`src/rtl/ym6045c_pkg.sv`:
```
// Shared types and defaults for the YM6045C serial bank-address transmitter.
// Holds the FSM state enumeration, default widths and phase-counter helpers.
package ym6045c_pkg;

  localparam int NBITS_DEF = 9;
  localparam int DIV_DEF   = 4;
  localparam int PHASE_W   = 4;

  typedef enum logic [2:0] {
    IDLE   = 3'd0,
    SETUP  = 3'd1,
    STROBE = 3'd2,
    HOLD   = 3'd3,
    END    = 3'd4
  } state_e;

  // The phase counter runs DIV-1 down to 0, so the zero flag marks the last cycle.
  function automatic logic [PHASE_W-1:0] phase_reload(input int div);
    return PHASE_W'(div - 1);
  endfunction

endpackage

```
`src/rtl/ym6045c_bank_ser_tx_if.sv`:
```
// Signal bundle for the bank serial transmitter: request side plus serial/status outputs.
// master drives the request side, slave is the transmitter.
interface ym6045c_bank_ser_tx_if
  import ym6045c_pkg::*;
#(
  parameter int NBITS = NBITS_DEF
) ();

  // START is a one-cycle request that is only honoured while BUSY=0; there is no
  // back-pressure, so a request during BUSY is dropped. DONE pulses once per transfer.
  logic             START;
  logic [NBITS-1:0] BANK;
  logic             ZWAIT_n;
  logic             ZWR_n;
  logic             ZD0;
  logic             BSEL_n;
  logic             BUSY;
  logic             DONE;
  logic [NBITS-1:0] SHADOW;

  modport master (
    output START, BANK, ZWAIT_n,
    input  ZWR_n, ZD0, BSEL_n, BUSY, DONE, SHADOW
  );

  modport slave (
    input  START, BANK, ZWAIT_n,
    output ZWR_n, ZD0, BSEL_n, BUSY, DONE, SHADOW
  );

endinterface

```
`src/rtl/ym6045c_phase_cnt.sv`:
```
// Load/decrement phase counter with a hold enable and a zero flag.
// Stops at zero; a load always wins over hold.
module ym6045c_phase_cnt
  import ym6045c_pkg::*;
(
  input  logic               clk,
  input  logic               rst_n,
  input  logic               load,
  input  logic [PHASE_W-1:0] load_val,
  input  logic               hold,
  output logic               zero
);

  logic [PHASE_W-1:0] cnt_q;
  logic [PHASE_W-1:0] cnt_d;

  always_comb begin
    cnt_d = cnt_q;
    if (load) begin
      cnt_d = load_val;
    end else if (!hold && (cnt_q != '0)) begin
      cnt_d = cnt_q - 1'b1;
    end
  end

  always_ff @(posedge clk or negedge rst_n) begin
    if (!rst_n) begin
      cnt_q <= '0;
    end else begin
      cnt_q <= cnt_d;
    end
  end

  assign zero = (cnt_q == '0);

endmodule

```
`src/rtl/ym6045c_bank_ser_tx.sv`:
```
// Serial bank-address transmitter: shifts BANK out LSB first as SETUP/STROBE/HOLD
// bit slots, and keeps a SHADOW copy of what the receiver's shift register holds.
module ym6045c_bank_ser_tx
  import ym6045c_pkg::*;
#(
  parameter int NBITS = NBITS_DEF,
  parameter int DIV   = DIV_DEF
) (
  input  logic             MCLK,
  input  logic             nRES,
  input  logic             START,
  input  logic [NBITS-1:0] BANK,
  input  logic             ZWAIT_n,
  output logic             ZWR_n,
  output logic             ZD0,
  output logic             BSEL_n,
  output logic             BUSY,
  output logic             DONE,
  output logic [NBITS-1:0] SHADOW
);

  localparam int                 BCW      = $clog2(NBITS + 1);
  localparam logic [PHASE_W-1:0] RELOAD   = phase_reload(DIV);
  localparam logic [BCW-1:0]     LAST_BIT = BCW'(NBITS - 1);

  ym6045c_bank_ser_tx_if #(.NBITS(NBITS)) bus ();

  state_e           state_q,  state_d;
  logic [NBITS-1:0] shift_q,  shift_d;
  logic [NBITS-1:0] shadow_q, shadow_d;
  logic [BCW-1:0]   bit_cnt_q, bit_cnt_d;
  logic             zwr_n_q,  zwr_n_d;
  logic             zd0_q,    zd0_d;
  logic             bsel_n_q, bsel_n_d;
  logic             busy_q,   busy_d;
  logic             done_q,   done_d;

  logic ph_load;
  logic ph_hold;
  logic ph_zero;

  assign bus.START   = START;
  assign bus.BANK    = BANK;
  assign bus.ZWAIT_n = ZWAIT_n;

  ym6045c_phase_cnt u_phase_cnt (
    .clk      (MCLK),
    .rst_n    (nRES),
    .load     (ph_load),
    .load_val (RELOAD),
    .hold     (ph_hold),
    .zero     (ph_zero)
  );

  always_comb begin
    state_d   = state_q;
    shift_d   = shift_q;
    shadow_d  = shadow_q;
    bit_cnt_d = bit_cnt_q;
    ph_load   = 1'b0;
    ph_hold   = 1'b0;

    unique case (state_q)
      IDLE: begin
        if (bus.START) begin
          shift_d   = bus.BANK;
          bit_cnt_d = '0;
          ph_load   = 1'b1;
          state_d   = SETUP;
        end
      end
      SETUP: begin
        if (ph_zero) begin
          ph_load = 1'b1;
          state_d = STROBE;
        end
      end
      STROBE: begin
        // A low ZWAIT_n freezes the count and also blocks the exit on an expired count.
        ph_hold = !bus.ZWAIT_n;
        if (ph_zero && bus.ZWAIT_n) begin
          state_d = HOLD;
        end
      end
      HOLD: begin
        shift_d   = shift_q >> 1;
        shadow_d  = {zd0_q, shadow_q[NBITS-1:1]};
        bit_cnt_d = bit_cnt_q + 1'b1;
        ph_load   = 1'b1;
        state_d   = (bit_cnt_q == LAST_BIT) ? END : SETUP;
      end
      END: begin
        state_d = IDLE;
      end
      default: begin
        state_d = IDLE;
      end
    endcase

    // Outputs are decoded from the next state so they register in step with state_q.
    zwr_n_d  = (state_d != STROBE);
    bsel_n_d = !(state_d inside {SETUP, STROBE, HOLD});
    busy_d   = (state_d != IDLE);
    done_d   = (state_d == END);
    zd0_d    = (state_d == SETUP) ? shift_d[0] : zd0_q;
  end

  always_ff @(posedge MCLK or negedge nRES) begin
    if (!nRES) begin
      state_q   <= IDLE;
      shift_q   <= '0;
      shadow_q  <= '0;
      bit_cnt_q <= '0;
      zwr_n_q   <= 1'b1;
      zd0_q     <= 1'b0;
      bsel_n_q  <= 1'b1;
      busy_q    <= 1'b0;
      done_q    <= 1'b0;
    end else begin
      state_q   <= state_d;
      shift_q   <= shift_d;
      shadow_q  <= shadow_d;
      bit_cnt_q <= bit_cnt_d;
      zwr_n_q   <= zwr_n_d;
      zd0_q     <= zd0_d;
      bsel_n_q  <= bsel_n_d;
      busy_q    <= busy_d;
      done_q    <= done_d;
    end
  end

  assign bus.ZWR_n  = zwr_n_q;
  assign bus.ZD0    = zd0_q;
  assign bus.BSEL_n = bsel_n_q;
  assign bus.BUSY   = busy_q;
  assign bus.DONE   = done_q;
  assign bus.SHADOW = shadow_q;

  assign ZWR_n  = bus.ZWR_n;
  assign ZD0    = bus.ZD0;
  assign BSEL_n = bus.BSEL_n;
  assign BUSY   = bus.BUSY;
  assign DONE   = bus.DONE;
  assign SHADOW = bus.SHADOW;

endmodule

```
`config.mk`:
```
export PLATFORM = sky130hd
export DESIGN_NAME = ym6045c_bank_ser_tx
export DESIGN_NICKNAME = d
export VERILOG_FILES = /design/src/rtl/ym6045c_pkg.sv /design/src/rtl/ym6045c_bank_ser_tx_if.sv /design/src/rtl/ym6045c_phase_cnt.sv /design/src/rtl/ym6045c_bank_ser_tx.sv
export SDC_FILE = /design/constraint.sdc
export NUM_CORES = 1
export LEC_CHECK = 0
export BUFFER_PORTS_ARGS = -buffer_cell sky130_fd_sc_hd__buf_2
export CAP_MARGIN = 5
export CORE_MARGIN = 10
export CORE_UTILIZATION = 40
export DETAILED_ROUTE_END_ITERATION = 7
export MAX_ROUTING_LAYER = met4
export SLEW_MARGIN = 20
export SYNTH_ARGS = -nofsm -noshare
export SYNTH_HDL_FRONTEND = slang
export SYNTH_SLANG_ARGS = --single-unit
```
`constraint.sdc`:
```
create_clock -name MCLK -period 1.91 [get_ports MCLK]
set_input_delay 0.382 -clock MCLK [delete_from_list [all_inputs] [get_ports MCLK]]
set_output_delay 0.382 -clock MCLK [all_outputs]
set_load 0.05 [all_outputs]
```
After elaboration in Yosys (flattened, before gate mapping) --
Cells that the tools add are included.
Operators by class: order comparisons 0, eq/ne operators 10, $add $sub $neg 2, reduce and logical (&&, ||, !) cells 13, multipliers 0, shift operators 0, div/mod/pow operators 0, bitwise logic cells 0, multiplexer cells 15
Operator list (count):
- case mux 9 bit (2 select lines) | 1
- equality test 3 x 2 -> 1 bit (second input constant) | 4
- 2-to-1 mux 3 bit | 4
- 2-to-1 mux 4 bit | 3
- case mux 3 bit (4 select lines) | 1
- 2-to-1 mux 9 bit | 1
- case mux 4 bit (2 select lines) | 1
- equality test 3 x 1 -> 1 bit (second input constant) | 2
- nonzero test 3 bit | 2
- adder 4 x 1 -> 4 bit (second input constant) | 1
- equality test 4 bit (second input constant) | 1
- zero test 4 bit | 1
- nonzero test 2 bit | 2
- nonzero test 4 bit | 1
- subtractor 4 x 1 -> 4 bit (second input constant) | 1
- equality test 3 bit (second input constant) | 1
- zero test 1 bit | 3
- zero test 3 bit | 1
- 2-to-1 mux 1 bit | 3
- inequality test 3 x 2 -> 1 bit (second input constant) | 1
- case mux 1 bit (3 select lines) | 1
- logical AND 1 bit | 2
- inequality test 2 bit (second input constant) | 1
- AND reduction 2 bit | 1
Storage, ports and cells: input port bits 13, word-level logic and storage cells 51, bits in writable memories 0, ROM bits 0, register bits 34, output and inout bits 14, latch bits 0, memories kept 0

Depth between registers and ports, before layout --
Gate-level depths: netlist (run 1).
depth after elaboration 7, gate-level depth with buffers 6, depth with buffers taken out 6

By module --
Synthesis (run 1) repeated with hierarchy kept, for this count alone.
Second synthesis, totals: cells, all modules 153, area, all modules 1524.0 um^2
By module, submodules not included:
- ym6045c_bank_ser_tx | cells each 128, sequential area each 753.2 um^2, instances 1, area each 1275.0 um^2
- ym6045c_phase_cnt | cells each 25, sequential area each 100.1 um^2, instances 1, area each 249.0 um^2

Worst setup path before layout (run 1) --
OpenSTA, ideal clock, no wires.
kind reg2reg, start point register u_phase_cnt.cnt_q[0], end point register busy_q (netlist: BUSY), stages on the path, launching flop included 7, setup slack 0.270 ns, period minus slack after synthesis 1.640 ns, arrival 1.508 ns, data required time 1.779 ns, cells stage by stage dfrtp_1 -> inv_1 -> ha_1 -> nor4b_4 -> nor3_1 -> a311o_1 -> or3_1
Between the ends: longest elaborated chain between the ends 5, elaborated cells between the ends (all ways) 6, those cells by class mux (3); reduce/logical (3)
Ends and longest elaborated chain:
- start, declared | line ym6045c_phase_cnt.sv:14 | logic [PHASE_W-1:0] cnt_q;
- start signal, assigned | line ym6045c_phase_cnt.sv:30 | cnt_q <= cnt_d;
- zero test 4 bit * | line ym6045c_phase_cnt.sv:34 | assign zero = (cnt_q == '0);
- logical AND 1 bit | line ym6045c_bank_ser_tx.sv:81 | if (ph_zero && bus.ZWAIT_n) begin
- 2-to-1 mux 3 bit | line ym6045c_bank_ser_tx.sv:81
- case mux 3 bit (4 select lines) * | line ym6045c_bank_ser_tx.sv:63 | unique case (state_q)
- via state_d[0] | line ym6045c_bank_ser_tx.sv:28 | state_e state_q, state_d;
- nonzero test 3 bit * | line ym6045c_bank_ser_tx.sv:103 | busy_d = (state_d != IDLE);
- via busy_d | line ym6045c_bank_ser_tx.sv:35 | logic busy_q, busy_d;
- end signal, assigned | line ym6045c_bank_ser_tx.sv:127 | busy_q <= busy_d;
- end, declared | line ym6045c_bank_ser_tx.sv:35
Mark *: on every way through the listed nets, which the timed path passes. The rest lies on a longest branch. A chain may end at the register's enable or synchronous reset.

Worst setup path in the final report (run 1) --
Ends and elaborated chain as after synthesis.

==> impl_results.md, run 1 <==
- CP endpoint kind: register
- Post-synth top area share: 0.5338
- Syn-to-layout area delta: 20.52%
- Min Tclk post-route: 1.745 ns
- Vias per cell: 4.964
- GRT overflow: 0
- R2R setup slack: 0.16 ns
- DRC viols: 0
- Vias: 1117
- Reg2reg end: BUSY
- Routed wire length: 3089 um
- Yosys top cell by area: dfrtp_1
- WHS: 0.1565 ns
- Status: completed
- FF+latch count, synth: 34
- CTS tree: built
- Die ar.: 6600 sq um
- Mux contribution to synthesized area: 0.01418
- Seq/Total Area, Yosys: 0.5688
- Die height: 81.24 um
- CTS sink cnt: 34
- Post-CTS Setup Bufs: 0
- H-tree depth: 2
- Ports: 27
- Met2 usage: 0.1688
- Pwr Density: 1679 nW/um^2
- Cell count after synthesis: 145
- Slew of the pin with the lowest slew margin: 0.7262 ns
- Total GRT Usage: 0.1075
- Core area: 3633 sq um
- Netlist Area Pre-Place: 1500 sq um
- Simple-Gate Fraction of Synth Area: 0.2435
- Post-synthesis adder-cell area fraction: 0.02502
- Worst skew pair latency: 0.28 ns
- Top FF cell, synth: dfrtp_1
- Compound-Gate Fraction of Synth Area: 0.09425
- DR iter-0 viols: 77
- Crit path launch type: register
- Most frequent cells in the layout: nand2_1 (46), dfrtp_1 (32), buf_2 (26), nor2_1 (8), clkbuf_8 (8)
- Most common cell after layout, fill and taps aside: nand2_1
- Final period utilization: 0.9138
- Met1 usage in global routing: 0.1151
- CP required: 2.07 ns
- EDFF count, synth: 0
- Reg-to-Reg Start: u_phase_cnt.cnt_q[0]
- Setup violations, final: 0
- Asr flop ratio synth: 1.000
- RD Place Congestion: 0.8021
- Pre-antenna DRT Iters: 4
- Nets: 192
- Count of cell types in the netlist: 33
- GR peak layer: met2
- Max-slew violations: 0
- RSZ-0062 raised after global routing: no
- IO buf count: 26
- Post-Synth XOR/XNOR Area: 0.02335
- Final hold violations: 0
- R2R depth: 6
- Relative slew slack: 0.5158
- Max Clk Rate: 573.0 MHz
- Die X: 81.24 um
- Hold Crit Class: in -> async
- Vias in the first global route: 1143
- Largest net degree at the start of global routing: 35
- Ys Warns: 0
- Wire per inst: 13.73 um
- Row cnt: 22
- Initial core utilization: 0.4129
- Mean post-synth cell area: 10.35 sq um
- CP arrival: 1.90 ns
- Final Util: 0.4976
- Worst-path maximum fanout: 4
- Worst setup path class: reg -> reg
- Final setup TNS: 0 ns
- Worst VDD drop: 0.0006537 V
- Number of max-cap violations: 0
- Worst Skew: 0.005155 ns
- Initial antenna violation count: 0
- N_diodes: 0
- GR Util met3: 0.04525
- Syn_nets: 161
- DP HPWL: 2216 um
- Share of layout cells above drive strength 1: 0.2429
- Top cells by area, synth: dfrtp_1 (53%), nand2_1 (12%), a22oi_1 (3.5%), dfstp_2 (3.5%), ha_1 (2.5%)
- Leakage power: 0.9455 nW
- CTS clk-pin slew, worst paths: 0.06 ns
- CTS buffer count: 5
- First-pass GRT wire length: 5285 um
- Max clock buf depth: 2
- Post-DRT Antenna Nets: 0
- Start point of the critical path: u_phase_cnt.cnt_q[0]
- Root Buffer Master: clkbuf_8
- Largest family of logic cells by synthesized area: simple AND/OR/NAND/NOR gates
==> worst max path at each step <==
| stage | end | depth (start not counted) | slack [ns] |
|---|---|---|---|
| after floorplan | BUSY | 6 | 0.27 |
| after global placement | BUSY | 6 | 0.19 |
| after detailed placement | ZD0 | 4 | 0.14 |
| after CTS | ZD0 | 4 | 0.12 |
| after global routing | BUSY | 6 | 0.03 |
| final | BUSY | 6 | 0.16 |
==> state kept, by name (all words and copies together), names as in the netlist <==
register	count
SHADOW	9
shift_q	9
bit_cnt_q	4
u_phase_cnt.cnt_q	4
state_q	3
BSEL_n	1
BUSY	1
DONE	1
ZD0	1
ZWR_n	1
==> worst max-delay path, cell delays in order, from the launching register on <==
cell	delay [ns]
dfrtp_1	0.37
inv_1	0.09
ha_1	0.18
nor4b_4	0.23
nor3_1	0.11
a311o_1	0.32
or3_1	0.32
==> area by class of cell <==
| type | count | area (sq um) |
|---|---|---|
| multi-input cells | 101 | 609.3 |
| repair buffers | 30 | 160.2 |
| well taps | 48 | 60.06 |
| fillers | 353 | 1826 |
| inverters | 4 | 15.01 |
| clock buffers | 8 | 110.1 |
| flip-flops and latches | 34 | 853.3 |
==> logic make-up (layout without fill, tap and decap cells) <==
group / Yosys count / in the layout
mux: 2 / 2
flops: 34 / 34
simple gates: 73 / 73
compound gates: 19 / 19
buf+inv: 10 / 42
xor+xnor: 4 / 4
fa+ha+maj: 3 / 3
==> synth_stat cells, types with 2 or more instances <==
cell type  count
nor3_1         2
a22o_1         3
ha_1           3
clkbuf_1       4
dfrtp_1       32
o21ai_1        4
nand2_1       46
and4b_1        3
dfstp_2        2
nor3b_1        3
nor2_1         8
or3_1          3
inv_1          4
xnor2_1        3
a22oi_1        7
==> what timing repair did <==
item / CTS / global route
hold buffers: 0 / 0
resized for setup: 0 / 1
endpoints found under the setup margin: 0 / 3
==> layer usage <==
layer  vias to the layer above  part of all wire
met5                         -                 0
met4                         0             0.019
met3                         7             0.065
met2                        30              0.47
met1                       534              0.45
li1                        546                 -
==> through the flow <==
stage,setup WS [ns],instances,area [sq um],total power (W)
2_1_floorplan,0.2702,145,1500,0.002131
3_3_place_gp,0.1946,217,1689,0.002403
3_5_place_dp,0.1392,217,1689,0.002443
4_1_cts,0.1223,225,1799,0.003064
5_1_grt,0.02599,225,1808,0.003279
6_report,0.1647,225,1808,0.003035
==> where the power goes <==
part | total, W | switching [W] | internal, W
logic | 0.00124 | 0.000794 | 0.000447
clock network | 0.000602 | 0.000238 | 0.000363
registers | 0.00119 | 0.000207 | 0.000985
total | 0.00303 | 0.00124 | 0.00180
Note: power is estimated with default switching activity, not from simulation.
==> run 2, diff against run 1 <==
- CELL_PAD_IN_SITES_DETAIL_PLACEMENT: unset -> 2
- CELL_PAD_IN_SITES_GLOBAL_PLACEMENT: unset -> 2
- CORE_UTILIZATION: 40 -> 37
- PLACE_DENSITY_LB_ADDON: unset -> 0.1
- clock period: 1.91 -> 2.1 ns (I/O delays scaled with it)
==> impl_results.md, run 2 (same netlist as run 1, synthesis figures left out) <==
- Status: completed (unchanged)
- Leakage power: 0.9276 nW (was 0.9455 nW)
- CTS tree: built (unchanged)
- N_diodes: 0 (unchanged)
- Start point of the critical path: bit_cnt_q[0] (was u_phase_cnt.cnt_q[0])
- H-tree depth: 2 (unchanged)
- Reg2reg end: BUSY (unchanged)
- Most common cell after layout, fill and taps aside: nand2_1 (unchanged)
- Hold Crit Class: in -> async (unchanged)
- Vias per cell: 5.000 (was 4.964)
- RD Place Congestion: 0.7066 (was 0.8021)
- Max-slew violations: 0 (unchanged)
- Post-DRT Antenna Nets: 0 (unchanged)
- RSZ-0062 raised after global routing: no (unchanged)
- Pwr Density: 1583 nW/um^2 (was 1679 nW/um^2)
- Worst-path maximum fanout: 5 (was 4)
- Number of max-cap violations: 0 (unchanged)
- CP arrival: 1.99 ns (was 1.90 ns)
- Final period utilization: 0.8695 (was 0.9138)
- Pre-CTS setup slack: 0.2925 ns (was 0.1392 ns)
- Most frequent cells in the layout: nand2_1 (46), dfrtp_1 (32), buf_2 (26), nor2_1 (8), a22oi_1 (7) (was nand2_1 (46), dfrtp_1 (32), buf_2 (26), nor2_1 (8), clkbuf_8 (8))
- Fin cells: 226 (was 225)
- Total GRT Usage: 0.1145 (was 0.1075)
- Pre-antenna DRT Iters: 4 (unchanged)
- Root Buffer Master: clkbuf_8 (unchanged)
- CTS clk-pin slew, worst paths: 0.08 ns (was 0.06 ns)
- Nets: 191 (was 192)
- Syn-to-layout area delta: 19.85% (was 20.52%)
- Worst skew pair latency: 0.29 ns (was 0.28 ns)
- IO buf count: 26 (unchanged)
- Post-CTS Setup Bufs: 0 (unchanged)
- Share of layout cells above drive strength 1: 0.2386 (was 0.2429)
- DRC viols: 0 (unchanged)
- Initial core utilization: 0.3778 (was 0.4129)
- Worst setup path class: reg -> reg (unchanged)
- Post-Place Cell Area: 1684 sq um (was 1689 sq um)
- Initial antenna violation count: 0 (unchanged)
- Die height: 83.68 um (was 81.24 um)
- Worst VDD drop: 0.0005247 V (was 0.0006537 V)
- Critical Path End: BUSY (unchanged)
- DP HPWL: 2658 um (was 2216 um)
- Wire per inst: 16.39 um (was 13.73 um)
- GRT overflow: 0 (unchanged)
- WHS: 0.2137 ns (was 0.1565 ns)
- Placed instance count: 218 (was 217)
- Relative slew slack: 0.4791 (was 0.5158)
- CP required: 2.27 ns (was 2.07 ns)
- CTS buffer count: 5 (unchanged)
- Post-CTS Hold Buffers: 0 (unchanged)
- Row cnt: 23 (was 22)
- First-pass GRT wire length: 6513 um (was 5285 um)
- R2R setup slack: 0.27 ns (was 0.16 ns)
- Setup ws final: 0.2741 ns (was 0.1647 ns)
- CTS resizes: 0 (unchanged)
- Vias in the first global route: 1316 (was 1143)
- Setup violations, final: 0 (unchanged)
- Final setup TNS: 0 ns (unchanged)
- CP endpoint kind: register (unchanged)
- Ports: 27 (unchanged)
- R2R depth: 6 (unchanged)
- Min Tclk post-route: 1.826 ns (was 1.745 ns)
- Core area: 3971 sq um (was 3633 sq um)
- Largest net degree at the start of global routing: 35 (unchanged)
- Final-layout fill cell count: 439 (was 353)
- Die ar.: 7002 sq um (was 6600 sq um)
- Crit path launch type: register (unchanged)
- CTS sink cnt: 34 (unchanged)
- Die X: 83.68 um (was 81.24 um)
- Routed wire length: 3705 um (was 3089 um)
- Final hold violations: 0 (unchanged)
- Reg-to-Reg Start: bit_cnt_q[0] (was u_phase_cnt.cnt_q[0])
- Max Clk Rate: 547.7 MHz (was 573.0 MHz)
- Slew of the pin with the lowest slew margin: 0.7813 ns (was 0.7262 ns)
- DR iter-0 viols: 42 (was 77)
- Max clock buf depth: 2 (unchanged)
- Vias: 1130 (was 1117)
- Final instance area: 1798 sq um (was 1808 sq um)
- Worst Skew: 0.006399 ns (was 0.005155 ns)
-- run 2: cell count changes in the layout (fill, tap and decap cells not counted), sizes merged --
| cell | before | now |
|---|---|---|
| bufinv | 0 | 1 |
| clkbuf | 8 | 5 |
| buf | 30 | 29 |
| clkinvlp | 0 | 2 |
-- run 2: cell type report --
cell class / count / area [sq um] / area share
repair buffers: 29 / 152.6 / 0.08490
flip-flops and latches: 34 / 853.3 / 0.4746
multi-input cells: 101 / 600.6 / 0.3340
well taps: 50 / 62.56 / 0.03479
inverters: 4 / 15.01 / 0.008351
clock inverters: 3 / 45.04 / 0.02505
clock buffers: 5 / 68.82 / 0.03827
-- run 2: critical path, stage by stage, from the launching register on --
cell and delay [ns]:
dfrtp_1 0.43, inv_1 0.09, ha_1 0.20, and4b_1 0.22
nor3_1 0.06, a311o_1 0.38, or3_1 0.33
-- run 2: how the worst min path moves through the flow --
stage,start,end,slack (ns)
finish,nRES,u_phase_cnt.cnt_q[2],0.21
global route,nRES,state_q[2],0.26
CTS,nRES,DONE,0.24
detailed placement,shift_q[0],shift_q[0],0.46
global placement,shift_q[0],shift_q[0],0.46
floorplan,nRES,BUSY,0.12
-- run 2: power breakdown --
part | switching (W) | internal [W]
Sequential | 0.000181 | 0.000895
Clock | 0.000256 | 0.000353
Combinational | 0.000764 | 0.000397
Total | 0.00120 | 0.00165
-- run 2: metrics by stage --
stage            util  total power [W]
6_report       0.4527         0.002846
5_1_grt        0.4527         0.003082
4_1_cts        0.4527         0.002891
3_5_place_dp   0.4241         0.002267
3_3_place_gp   0.4241         0.002189
2_1_floorplan       -         0.001938
-- run 2: per-layer routing --
layer | up-vias | GRT usage | share of wire
met5 | - | - | 0
met4 | 0 | 0.03653 | 0.011
met3 | 5 | 0.03223 | 0.025
met2 | 18 | 0.1791 | 0.51
met1 | 560 | 0.1389 | 0.46
li1 | 547 | - | -
